--- config.mk ---
export PLATFORM = sky130hd
export DESIGN_NAME = spi_reg_slave_flat
export DESIGN_NICKNAME = d
export VERILOG_FILES = /design/src/rtl/spi_reg_if.sv /design/src/rtl/spi_reg_slave.sv /design/src/flat_wrapper.sv
export SDC_FILE = /design/constraint.sdc
export NUM_CORES = 1
export LEC_CHECK = 0
export BUFFER_PORTS_ARGS = -buffer_cell sky130_fd_sc_hd__buf_4
export CELL_PAD_IN_SITES_DETAIL_PLACEMENT = 0
export CELL_PAD_IN_SITES_GLOBAL_PLACEMENT = 1
export CORE_MARGIN = 4
export CORE_UTILIZATION = 46
export CTS_BUF_LIST = sky130_fd_sc_hd__clkbuf_4 sky130_fd_sc_hd__clkbuf_8 sky130_fd_sc_hd__clkbuf_16
export DETAILED_ROUTE_END_ITERATION = 10
export GPL_TIMING_DRIVEN = 0
export PLACE_DENSITY = 0.86
export SLEW_MARGIN = 5
export SYNTH_ARGS = -nofsm -noshare
export SYNTH_HDL_FRONTEND = slang
export SYNTH_SLANG_ARGS = --single-unit
--- constraint.sdc ---
create_clock -name clk -period 2.9 [get_ports clk]
set_input_delay 0.29 -clock clk [delete_from_list [all_inputs] [get_ports clk]]
set_output_delay 0.29 -clock clk [all_outputs]
set_load 0.01 [all_outputs]
--- src/rtl/spi_reg_if.sv ---
// Pin-side SPI signals plus the register-file request bundle.
interface spi_reg_if #(
   parameter int ADDR_SPACE_BITS = 8
);
   logic                       ss;
   logic                       sck;
   logic                       mosi;
   logic                       miso;
   logic [ADDR_SPACE_BITS-1:0] reg_addr;
   logic                       write;
   logic                       new_req;
   logic [7:0]                 write_value;
   logic [7:0]                 read_value;
   logic                       in_transaction;

   modport slave (
      input  ss, sck, mosi, read_value,
      output miso, reg_addr, write, new_req,
      output write_value, in_transaction
   );

   modport master (
      output ss, sck, mosi, read_value,
      input  miso, reg_addr, write, new_req,
      input  write_value, in_transaction
   );
endinterface

--- src/rtl/spi_reg_slave.sv ---
// SPI mode-0 slave turning pin traffic into byte register requests.
// Optional SPI_WRITE_ECHO_EN: write data bytes echo the previous byte on miso.
module spi_reg_slave #(
   parameter int ADDR_SPACE      = 256,
   parameter int ADDR_SPACE_BITS = $clog2(ADDR_SPACE)
) (
   input logic      clk,
   input logic      rst,
   spi_reg_if.slave bus
);
   typedef enum logic [1:0] {
      S_IDLE, S_CMD, S_ADDR, S_DATA
   } state_t;

   localparam logic [ADDR_SPACE_BITS-1:0] LAST_ADDR =
      ADDR_SPACE_BITS'(ADDR_SPACE - 1);

   logic [1:0] r_ss_s, r_sck_s, r_mosi_s;
   logic       r_sck_d, r_ss_d, r_ss_ok;
   logic [2:0] r_bit_cnt;
   logic [6:0] r_rx_sr;
   logic [7:0] r_rx_byte;
   logic       r_byte_done;
   logic [6:0] r_tx_sr;
   logic       r_miso, r_rd_p1;

   state_t                     r_state, w_state_nxt;
   logic                       r_write, w_write_nxt;
   logic                       r_inc, w_inc_nxt;
   logic                       r_inc_pend, w_inc_pend_nxt;
   logic [ADDR_SPACE_BITS-1:0] r_reg_addr, w_addr_nxt, w_addr_inc;
   logic                       r_new_req, w_req_nxt;
   logic [7:0]                 r_wval, w_wval_nxt;
   logic                       r_in_trans;
   logic                       w_load;
   logic [7:0]                 w_load_byte, w_echo;

   logic w_ss_hi, w_ss_fall, w_rise, w_fall;

   assign w_ss_hi   = r_ss_s[1];
   assign w_ss_fall = r_ss_d & ~r_ss_s[1];
   assign w_rise    = r_sck_s[1] & ~r_sck_d;
   assign w_fall    = ~r_sck_s[1] & r_sck_d;

   assign w_addr_inc = (r_reg_addr == LAST_ADDR) ? '0 : r_reg_addr + 1'b1;

`ifdef SPI_WRITE_ECHO_EN
   assign w_echo = r_rx_byte;
`else
   assign w_echo = 8'h00;
`endif

   // ss syncs reset low so a reset with ss held low cannot fake a falling edge
   always_ff @(posedge clk) begin
      if (rst) begin
         r_ss_s   <= '0;
         r_sck_s  <= '0;
         r_mosi_s <= '0;
         r_sck_d  <= 1'b0;
         r_ss_d   <= 1'b0;
         r_ss_ok  <= 1'b0;
      end else begin
         r_ss_s   <= {r_ss_s[0], bus.ss};
         r_sck_s  <= {r_sck_s[0], bus.sck};
         r_mosi_s <= {r_mosi_s[0], bus.mosi};
         r_sck_d  <= r_sck_s[1];
         r_ss_d   <= r_ss_s[1];
         r_ss_ok  <= r_ss_ok | r_ss_s[1];
      end
   end

   always_ff @(posedge clk) begin
      if (rst) begin
         r_bit_cnt   <= '0;
         r_rx_sr     <= '0;
         r_rx_byte   <= '0;
         r_byte_done <= 1'b0;
      end else if (w_ss_hi) begin
         r_bit_cnt   <= '0;
         r_rx_sr     <= '0;
         r_byte_done <= 1'b0;
      end else begin
         r_byte_done <= 1'b0;
         if (w_rise) begin
            r_rx_sr   <= {r_rx_sr[5:0], r_mosi_s[1]};
            r_bit_cnt <= r_bit_cnt + 3'd1;
            if (r_bit_cnt == 3'd7) begin
               r_byte_done <= 1'b1;
               r_rx_byte   <= {r_rx_sr, r_mosi_s[1]};
            end
         end
      end
   end

   always_comb begin
      w_state_nxt    = r_state;
      w_write_nxt    = r_write;
      w_inc_nxt      = r_inc;
      w_addr_nxt     = r_reg_addr;
      w_req_nxt      = 1'b0;
      w_wval_nxt     = r_wval;
      w_inc_pend_nxt = 1'b0;
      w_load         = 1'b0;
      w_load_byte    = 8'h00;
      if (r_inc_pend) w_addr_nxt = w_addr_inc;
      if (w_ss_hi) begin
         w_state_nxt = S_IDLE;
         w_write_nxt = 1'b0;
      end else begin
         unique case (r_state)
            S_IDLE: if (w_ss_fall) begin
               w_state_nxt = S_CMD;
               w_load      = 1'b1;
            end
            S_CMD: if (r_byte_done) begin
               w_state_nxt = S_ADDR;
               w_write_nxt = r_rx_byte[7];
               w_inc_nxt   = r_rx_byte[6];
               w_load      = 1'b1;
            end
            S_ADDR: if (r_byte_done) begin
               w_state_nxt = S_DATA;
               w_addr_nxt  = r_rx_byte[ADDR_SPACE_BITS-1:0];
               if (r_write) begin
                  w_load      = 1'b1;
                  w_load_byte = w_echo;
               end else begin
                  w_req_nxt = 1'b1;
               end
            end
            S_DATA: if (r_byte_done) begin
               w_req_nxt = 1'b1;
               if (r_write) begin
                  w_wval_nxt     = r_rx_byte;
                  w_inc_pend_nxt = r_inc;
                  w_load         = 1'b1;
                  w_load_byte    = w_echo;
               end else if (r_inc) begin
                  w_addr_nxt = w_addr_inc;
               end
            end
            default: w_state_nxt = S_IDLE;
         endcase
      end
   end

   always_ff @(posedge clk) begin
      if (rst) begin
         r_state    <= S_IDLE;
         r_write    <= 1'b0;
         r_inc      <= 1'b0;
         r_inc_pend <= 1'b0;
         r_reg_addr <= '0;
         r_new_req  <= 1'b0;
         r_wval     <= '0;
         r_in_trans <= 1'b0;
      end else begin
         r_state    <= w_state_nxt;
         r_write    <= w_write_nxt;
         r_inc      <= w_inc_nxt;
         r_inc_pend <= w_inc_pend_nxt;
         r_reg_addr <= w_addr_nxt;
         r_new_req  <= w_req_nxt;
         r_wval     <= w_wval_nxt;
         r_in_trans <= ~w_ss_hi & r_ss_ok;
      end
   end

   // first falling edge of a byte is skipped: its MSB is already out
   always_ff @(posedge clk) begin
      if (rst) begin
         r_tx_sr <= '0;
         r_miso  <= 1'b0;
         r_rd_p1 <= 1'b0;
      end else begin
         r_rd_p1 <= r_new_req & ~r_write;
         if (w_ss_hi) begin
            r_tx_sr <= '0;
            r_miso  <= 1'b0;
         end else if (w_load) begin
            r_miso  <= w_load_byte[7];
            r_tx_sr <= w_load_byte[6:0];
         end else if (r_rd_p1) begin
            r_miso  <= bus.read_value[7];
            r_tx_sr <= bus.read_value[6:0];
         end else if (w_fall && r_bit_cnt != 3'd0) begin
            r_miso  <= r_tx_sr[6];
            r_tx_sr <= {r_tx_sr[5:0], 1'b0};
         end
      end
   end

   assign bus.miso           = r_miso;
   assign bus.reg_addr       = r_reg_addr;
   assign bus.write          = r_write;
   assign bus.new_req        = r_new_req;
   assign bus.write_value    = r_wval;
   assign bus.in_transaction = r_in_trans;
endmodule

--- src/flat_wrapper.sv ---
// flat-port wrapper written by rule: the top's interface ports become plain ports
module spi_reg_slave_flat 
#(
   parameter int ADDR_SPACE      = 256,
   parameter int ADDR_SPACE_BITS = $clog2(ADDR_SPACE)
)
  (clk, rst, bus_ss, bus_sck, bus_mosi, bus_read_value, bus_miso, bus_reg_addr, bus_write, bus_new_req, bus_write_value, bus_in_transaction);
  spi_reg_if #(.ADDR_SPACE_BITS(ADDR_SPACE_BITS)) bus_i ();
  input logic clk;
  input logic rst;
  input wire logic [$bits(bus_i.ss)-1:0] bus_ss;
  input wire logic [$bits(bus_i.sck)-1:0] bus_sck;
  input wire logic [$bits(bus_i.mosi)-1:0] bus_mosi;
  input wire logic [$bits(bus_i.read_value)-1:0] bus_read_value;
  output wire logic [$bits(bus_i.miso)-1:0] bus_miso;
  output wire logic [$bits(bus_i.reg_addr)-1:0] bus_reg_addr;
  output wire logic [$bits(bus_i.write)-1:0] bus_write;
  output wire logic [$bits(bus_i.new_req)-1:0] bus_new_req;
  output wire logic [$bits(bus_i.write_value)-1:0] bus_write_value;
  output wire logic [$bits(bus_i.in_transaction)-1:0] bus_in_transaction;
  assign bus_i.ss = bus_ss;
  assign bus_i.sck = bus_sck;
  assign bus_i.mosi = bus_mosi;
  assign bus_i.read_value = bus_read_value;
  assign bus_miso = bus_i.miso;
  assign bus_reg_addr = bus_i.reg_addr;
  assign bus_write = bus_i.write;
  assign bus_new_req = bus_i.new_req;
  assign bus_write_value = bus_i.write_value;
  assign bus_in_transaction = bus_i.in_transaction;
  spi_reg_slave #(.ADDR_SPACE(ADDR_SPACE), .ADDR_SPACE_BITS(ADDR_SPACE_BITS)) u_core (.clk(clk), .rst(rst), .bus(bus_i));
endmodule
After elaboration in Yosys (flattened, before gate mapping)
Cells that the tools add are included.
{"block": "op_classes", "addsub": 2, "n_bitwise": 13, "n_mux": 26, "reduce_logical": 15, "n_eq_ne": 8}
{"cell": "two-way mux 8 bit", "n": 7}
{"cell": "one-hot mux 8 bit (2 select lines)", "n": 1}
{"cell": "two-way mux 7 bit", "n": 2}
{"cell": "two-way mux 1 bit", "n": 10}
{"cell": "adder 8 x 1 -> 8 bit (second input constant)", "n": 1}
{"cell": "== test 8 bit (second input constant)", "n": 1}
{"cell": "AND reduction 4 bit", "n": 2}
{"cell": "NOT 1 bit", "n": 7}
{"cell": "two-way mux 2 bit", "n": 3}
{"cell": "inequality test 2 x 1 -> 1 bit (second input constant)", "n": 3}
{"cell": "one-hot mux 2 bit (3 select lines)", "n": 1}
{"cell": "AND reduction 3 bit", "n": 2}
{"cell": "nonzero test 3 bit", "n": 2}
{"cell": "OR reduction 3 bit", "n": 2}
{"cell": "AND 1 bit", "n": 5}
{"cell": "OR reduction 5 bit", "n": 1}
{"cell": "== test 2 bit (second input constant)", "n": 2}
{"cell": "OR reduction 2 bit", "n": 2}
{"cell": "adder 3 x 1 -> 3 bit (second input constant)", "n": 1}
{"cell": "== test 3 bit (second input constant)", "n": 1}
{"cell": "one-hot mux 1 bit (3 select lines)", "n": 1}
{"cell": "== test 2 x 1 -> 1 bit (second input constant)", "n": 1}
{"cell": "zero test 2 bit", "n": 1}
{"cell": "one-hot mux 1 bit (2 select lines)", "n": 1}
{"cell": "other kinds (4)", "n": 4}
{"block": "totals", "wordCells": 85, "inputBits": 13, "ff_bits": 60, "output_inout_bits": 20}

Longest topological paths before layout
Gate-level depths: netlist of the first run.
{"block": "logic_depth", "word_depth": 8, "depth_mapped": 8, "mapped_depth_nobuf": 7}

Worst setup path after synthesis of the first run
No wires, ideal clock.
{"block": "synth_timing", "kind": "register to register", "from": "register u_core.r_state[0]", "to": "register u_core.r_state[1]", "setup_ns": 0.128, "arrival_ns": 1.552, "t_required_ns": 2.772, "stages_incl_launch_ff": 9, "path_slack_ns": 1.220, "cell_sequence": "dfxtp_1 inv_1 ha_1 clkbuf_1 nor2_1 nor2_1 a211oi_1 mux2i_1 nor2_1"}
{"block": "synth_via", "elab_chain_cells": 3, "word_cells_on_any_way": 9, "cone_classes": "eq/ne: 5; mux: 1; reduce/logical: 3"}
{"item": "start: declaration", "line": "spi_reg_slave.sv:27", "rtl": "state_t r_state, w_state_nxt;"}
{"item": "start signal: assignment", "line": "spi_reg_slave.sv:158", "rtl": "r_state <= w_state_nxt;"}
{"item": "== test 2 bit (tied with other cells)", "line": "spi_reg_slave.sv:110", "rtl": "unique case (r_state)"}
{"item": "inequality test 2 x 1 -> 1 bit (no source line) or nonzero test 3 bit (tied branches)"}
{"item": "AND reduction 4 bit (no source line)"}
Parallel ways exist; a longest one is shown, timed or not.
A chain may end at the register's enable or synchronous reset.

Worst setup path after layout of the first run
{"block": "layout_timing", "from": "register u_core.r_state[0]", "to": "register u_core.r_wval[7], in the netlist u_core.bus.write_value[7]"}
{"block": "layout_via", "elab_chain_cells": 2}
{"item": "== test 2 bit", "line": "spi_reg_slave.sv:110"}
{"item": "AND reduction 4 bit (no source line)"}
{"item": "end signal: assignment", "line": "spi_reg_slave.sv:164", "rtl": "r_wval <= w_wval_nxt;"}
{"item": "end: declaration", "line": "spi_reg_slave.sv:33", "rtl": "logic [7:0] r_wval, w_wval_nxt;"}
No other way between the ends.

==> results.yml, run 1 <==
placed_design:
  place_congestion: 0.8205
  placed_cell_area_um2: 3123
  dp_hpwl_um: 4542
  dp_cells: 451
  numPortBuffers: 31
run:
  maxCapViolations: 0
sta:
  hold_viol_final: 0
  rsz0062_at_grt: "no"
  finalMaxSlewViolations: 0
  layout_min_cycle_time_ns: 2.155
  fin_skew_ns: 0.009903
  min_period_over_period_pct: 74.32
  timing.fmax_mhz: 464.0
  worstMarginPinSlew_ns: 0.9760
  finalSetupTns_ns: 0
  setup_viol: 0
  slew_headroom_pct: 34.43
critical_path:
  endpoint_kind: "flip-flop"
  worstSetupStartpointType: "flip-flop"
  arrival_ns: 2.42
  path_max_fanout: 9
  path_class: "reg2reg"
  cp.required_ns: 3.16
floorplanning:
  die_w_um: 85.97
  rows: 28
  design.die.area_um2: 7391
  initial_core_util_pct: 47.23
  die_h_um: 85.97
  core_area_um2: 5921
  num_io_pins: 33
power_and_ir_drop:
  vdd_ir_drop_max_mv: 0.3344
  p_clk_share_pct: 45.2
  switchingPower_mw: 0.3802
  internal_power_mw: 1.323
  p_seq_share_pct: 49.4
  p_leak_nw: 1.184
  powerDensity_nw_per_um2: 511.5
  swShare_pct: 22.32
  comb_power_share_pct: 5.4
synth:
  async_flop_share_pct: 0
  ys_warn_count: 0
  avgSynthCellArea_um2: 8.106
  synth_fp_nets: 366
  synth-seq-cells: 60
  syn_inst: 345
  syn_area_um2: 2796
  synth_seq_area_share_pct: 42.95
  synthFlopType: "dfxtp_1"
  synth_cell_type_count: 44
  synth_edf_count: 0
clocking:
  cts_tree: "done"
  clkTransAtPathRegs_ns: 0.07
  cts_setup_buffers: 0
  cts_made_buffers: 9
  cts-root-buf: "clkbuf_8"
  htree_levels: 3
  insertion_delay_ns: 0.33
  cts_resized: 0
  hold_buffers: 0
  cts_sinks: 60
  clockBufferDepth: 2
drt:
  dr.pass1.iters: 4
  vias_per_cell: 5.227
  wl_per_cell_um: 13.54
  antenna_left: 0
  routed_wl_um: 6323
  dr.first_iter.drc_count: 137
  drc: 0
  num_vias: 2441
global_routing:
  grt_max_degree: 11
  gr-total-overflow: 0
  antenna_found_initial: 0
  grt_pass1_vias: 2353
  grt_pass1_wl_um: 10960
  grt_use_total_pct: 18.71
cells_and_area:
  drive_above_1_share_pct: 15.82
  syn_to_final_growth_pct: 19.06
  n_antenna_cell: 0
  finalNonFillerCells: 467
  fillers: 541
  fin_area_um2: 3329
  final_nets: 408
worst_hold_path:
  hold_path_class: "in2reg"
run_status:
  run_status: "finished, final reports clean"
metrics by stage:
stage	worst slack (ns)	util (%)	total power [mW]	hold slack (ns)
CTS	0.7533	56.23	1.719	0.1525
floorplan	1.220	-	0.9206	0.4138
global route	0.4721	56.23	1.764	0.1548
detailed placement	0.7218	52.75	0.9519	0.4270
global placement	0.7571	52.75	0.9508	0.4176
finish	0.7447	56.23	1.703	0.1639
cell families after synthesis:
group           count (synthesis)  synth area share (%)
simple gates                  144                 23.94
xor+xnor                        5                 1.566
mux                            18                 6.756
buf+inv                        33                 5.011
compound gates                 77                 16.20
fa+ha+maj                       8                 3.580
flops                          60                 42.95
cell type report:
| type | count | area (um2) | share of cell area (%) |
|---|---|---|---|
| clock buffers | 12 | 158.9 | 4.773 |
| repair buffers | 31 | 232.7 | 6.990 |
| clock inverters | 4 | 47.55 | 1.428 |
| well taps | 75 | 93.84 | 2.818 |
| inverters | 13 | 48.80 | 1.466 |
| plain buffers | 20 | 91.34 | 2.743 |
| multi-input cells | 252 | 1455 | 43.71 |
| flip-flops and latches | 60 | 1201 | 36.08 |
placed cells by master, fill, tap and decap left out, drive strengths merged, types with 2 or more instances in the layout:
cell type / count
mux2: 7
buf: 37
nand3: 7
nand2: 69
nand4: 4
inv: 13
and2: 2
dfxtp: 60
a211oi: 3
clkbuf: 26
o2111ai: 2
ha: 8
xor2: 2
nor2: 26
mux2i: 11
nor3: 6
nand3b: 5
nor2b: 9
o21ai: 15
a31oi: 3
xnor2: 3
clkinv: 2
a21oi: 41
nor3b: 3
nor4: 2
o221ai: 3
o211ai: 3
nand2b: 6
final timing paths:
kind / to / startpoint / slack (ns) / cells after the start
worst min-delay path: u_core.r_sck_s[0] / bus_sck / 0.16 / 2
worst max register to register: u_core.bus.write_value[7] / u_core.r_state[0] / 0.74 / 6
worst min register to register: u_core.r_ss_s[1] / u_core.r_ss_s[0] / 0.44 / 1
worst max-delay path: u_core.bus.write_value[7] / u_core.r_state[0] / 0.74 / 6
worst max-delay path, stage by stage, from the launching register on:
cell and delay (ns):
dfxtp_1 0.38, ha_1 0.16, clkbuf_1 0.30, nand2_1 0.16, nor3_1 0.77, nand2_1 0.16, a21oi_1 0.15
flip-flops by register name, summed over array words and instances, names as in the netlist, 2 cells and up:
register,count
u_core.r_sck_s,2
u_core.r_rx_byte,8
u_core.r_state,2
u_core.r_mosi_s,2
u_core.r_tx_sr,7
u_core.r_bit_cnt,3
u_core.r_rx_sr,7
u_core.r_ss_s,2
u_core.bus.write_value,8
u_core.bus.reg_addr,8
per-layer routing:
metal	GRT usage, %	share of wire (%)	up-vias
li1	-	-	1261
met1	23.91	47	1126
met2	30.20	47	45
met3	5.764	4.5	9
met4	5.755	1.3	0
met5	0	0	-
power groups by stage:
| stage | logic, mW | clock network [mW] | registers, mW |
|---|---|---|---|
| floorplan | 0.0621 | 0 | 0.858 |
| global placement | 0.0912 | 0 | 0.860 |
| detailed placement | 0.0920 | 0 | 0.860 |
| CTS | 0.0920 | 0.785 | 0.841 |
| global route | 0.102 | 0.820 | 0.842 |
| finish | 0.0918 | 0.770 | 0.841 |
synth_stat cells, types with 5 or more instances:
cell | n | share of area [%]
dfxtp_1 | 60 | 43
nand2_1 | 69 | 9.3
nor2_1 | 26 | 3.5
clkbuf_1 | 14 | 1.9
mux2_2 | 7 | 2.8
o21ai_1 | 5 | 0.89
mux2i_1 | 11 | 3.9
inv_1 | 13 | 1.7
nand2b_1 | 6 | 1.3
nor2b_1 | 9 | 2.0
ha_1 | 8 | 3.6
nand3_1 | 7 | 1.3
nand3b_1 | 5 | 1.3
nor3_1 | 6 | 1.1
o21ai_0 | 10 | 1.8
a21oi_1 | 40 | 7.2
No activity file was read; power rests on OpenSTA's default activity.
==> run 2, diff against run 1 <==
--- a/config.mk
+++ b/config.mk
@@ -9,11 +9,11 @@
 export CELL_PAD_IN_SITES_DETAIL_PLACEMENT = 0
 export CELL_PAD_IN_SITES_GLOBAL_PLACEMENT = 1
 export CORE_MARGIN = 4
-export CORE_UTILIZATION = 46
+export CORE_UTILIZATION = 43
 export CTS_BUF_LIST = sky130_fd_sc_hd__clkbuf_4 sky130_fd_sc_hd__clkbuf_8 sky130_fd_sc_hd__clkbuf_16
 export DETAILED_ROUTE_END_ITERATION = 10
 export GPL_TIMING_DRIVEN = 0
-export PLACE_DENSITY = 0.86
+export PLACE_DENSITY = 0.81
 export SLEW_MARGIN = 5
 export SYNTH_ARGS = -nofsm -noshare
 export SYNTH_HDL_FRONTEND = slang
==> constraint.sdc (replaced) <==
create_clock -name clk -period 2.1 [get_ports clk]
set_input_delay 0.21 -clock clk [delete_from_list [all_inputs] [get_ports clk]]
set_output_delay 0.21 -clock clk [all_outputs]
set_load 0.01 [all_outputs]
==> run 2 against run 1 <==
Net effect:
- combinational power up 44%
- critical path depth up 2
- clock skew fell by 0.0011 ns
- power up 49%
- clock-buffer cell count grew 1
- largest power group is now the clock network
==> results.yml, run 2 (same netlist as run 1, synthesis figures left out) <==
run_status:
  run_status: "finished, final reports clean"
critical_path:
  cpMostUsedCell: "nor2_1"
  cpMaxStageDelayCell: "a211oi_1"
  r2r_cells: 8
  cp_num_buf_inv: 2
  endpoint_kind: "flip-flop"
  path_max_fanout: 10
  arrival_ns: 2.13
  reg2reg_slack_ns: 0.19
  cpPeakStageDelay_ns: 0.41
  path_cells: "inv_1 > ha_1 > clkbuf_1 > nor2_1 > nor2_1 > a211oi_1 > mux2i_1 > nor2_1"
  cp_top_family: "compound AO/OA/AOI/OAI gates"
  path_class: "reg2reg"
  cp.required_ns: 2.32
  cp_num_cells: 8
  worstSetupStartpointType: "flip-flop"
clocking:
  clkTransAtPathRegs_ns: 0.07
  htree_levels: 3
  cts_sinks: 60
  hold_buffers: 0
  cts_setup_buffers: 0
  cts-root-buf: "clkbuf_8"
  insertion_delay_ns: 0.34
  cts_made_buffers: 9
  cts_tree: "done"
  clockBufferDepth: 2
drt:
  routed_wl_um: 6669
  dr.pass1.iters: 4
  drc: 0
  num_vias: 2468
  wl_per_cell_um: 14.25
  dr.first_iter.drc_count: 106
  antenna_left: 0
  vias_per_cell: 5.274
global_routing:
  gr-total-overflow: 0
  grt_pass1_wl_um: 11480
  antenna_found_initial: 0
  grt_use_total_pct: 18.98
  grt_pass1_vias: 2438
  grt_max_degree: 11
sta:
  min_period_over_period_pct: 90.91
  layout_min_cycle_time_ns: 1.909
  finalMaxSlewViolations: 0
  setup_viol: 0
  fin_ws_ns: 0.1909
  slew_headroom_pct: 58.72
  fin_skew_ns: 0.008823
  worstMarginPinSlew_ns: 0.6151
  rsz0062_at_grt: "no"
  timing.fmax_mhz: 523.8
  hold_viol_final: 0
  fin_hold_ws_ns: 0.07421
floorplanning:
  die_w_um: 88.65
  rows: 29
  initial_core_util_pct: 44.04
  num_io_pins: 33
  core_area_um2: 6350
  die_h_um: 88.65
  design.die.area_um2: 7858
cells_and_area:
  n_antenna_cell: 0
  finalNonFillerCells: 468
  fin_area_um2: 3371
  syn_to_final_growth_pct: 20.54
  drive_above_1_share_pct: 16.37
  final_nets: 407
  final_cell_mix: "nand2_1 (69), dfxtp_1 (60), a21oi_1 (40)"
  layout_commonest_cell: "nand2_1"
  fillers: 624
power_and_ir_drop:
  powerDensity_nw_per_um2: 750.3
  vdd_ir_drop_max_mv: 0.5600
  p_total_mw: 2.529
  p_leak_nw: 1.200
placed_design:
  pre_cts_ws_ns: -0.02556
  place_congestion: 0.8193
  dp_cells: 453
  numPortBuffers: 31
  placed_cell_area_um2: 3126
  dp_hpwl_um: 4666
run:
  maxCapViolations: 0
worst_hold_path:
  hold_path_class: "in2reg"
  hold_depth: 2
==> run 2: cell count changes in the layout (fill, tap and decap cells not counted) <==
cell / change
bufinv_16: +1
clkbuf_1: -1
clkbuf_8: +1
clkinv_2: -2
nor3_1: -1
nor3_2: +1
o21bai_1: -1
o21bai_2: +1
==> run 2: final cells by class <==
type | instances | area [um2] | area share, %
multi-input cells | 252 | 1464 | 43.43
flip-flops and latches | 60 | 1201 | 35.63
repair buffers | 31 | 232.7 | 6.904
clock buffers | 13 | 172.7 | 5.123
well taps | 77 | 96.34 | 2.858
plain buffers | 19 | 87.58 | 2.598
clock inverters | 3 | 67.56 | 2.004
inverters | 13 | 48.80 | 1.448
==> run 2: timing repair <==
item                       4_1_cts  5_1_grt
setup endpoints to repair        7        6
gates resized for setup          1        1
hold endpoints to repair         0        0
pin swaps                        0        0
==> run 2: stage by stage <==
stage          util, %   TNS [ns]
3_5_place_dp     49.22   -0.05548
6_report         53.08          0
2_1_floorplan        -          0
5_1_grt          53.08          0
4_1_cts          53.08          0
3_3_place_gp     49.22  -0.001166
==> run 2: worst register-to-register path, cell delays in order (launching register included) <==
cell	delay, ns
dfxtp_1	0.38
inv_1	0.09
ha_1	0.21
clkbuf_1	0.21
nor2_1	0.15
nor2_1	0.04
a211oi_1	0.41
mux2i_1	0.24
nor2_1	0.05
==> run 2: report_power, final <==
group	internal, mW	leakage (nW)	total, mW	switching [mW]
sequential	1.15	0.485	1.16	0.00999
clock	0.779	0.119	1.24	0.456
combinational	0.0535	0.596	0.132	0.0781
total	1.98	1.20	2.53	0.544
==> run 2: path summary, 6_finish.rpt <==
check                    start                end
min reg2reg  u_core.r_sck_s[0]  u_core.r_sck_s[1]
max reg2reg  u_core.r_state[0]  u_core.r_state[1]
max          u_core.r_state[0]  u_core.r_state[1]
min                     bus_ss   u_core.r_ss_s[0]
==> run 2: per-layer routing <==
metal	global-route usage [%]	wire, um	vias up
met2	29.42	2973	66
met3	6.145	389	15
met4	7.555	155	0
met1	24.39	3151	1125
li1	-	-	1262
met5	0	0	-
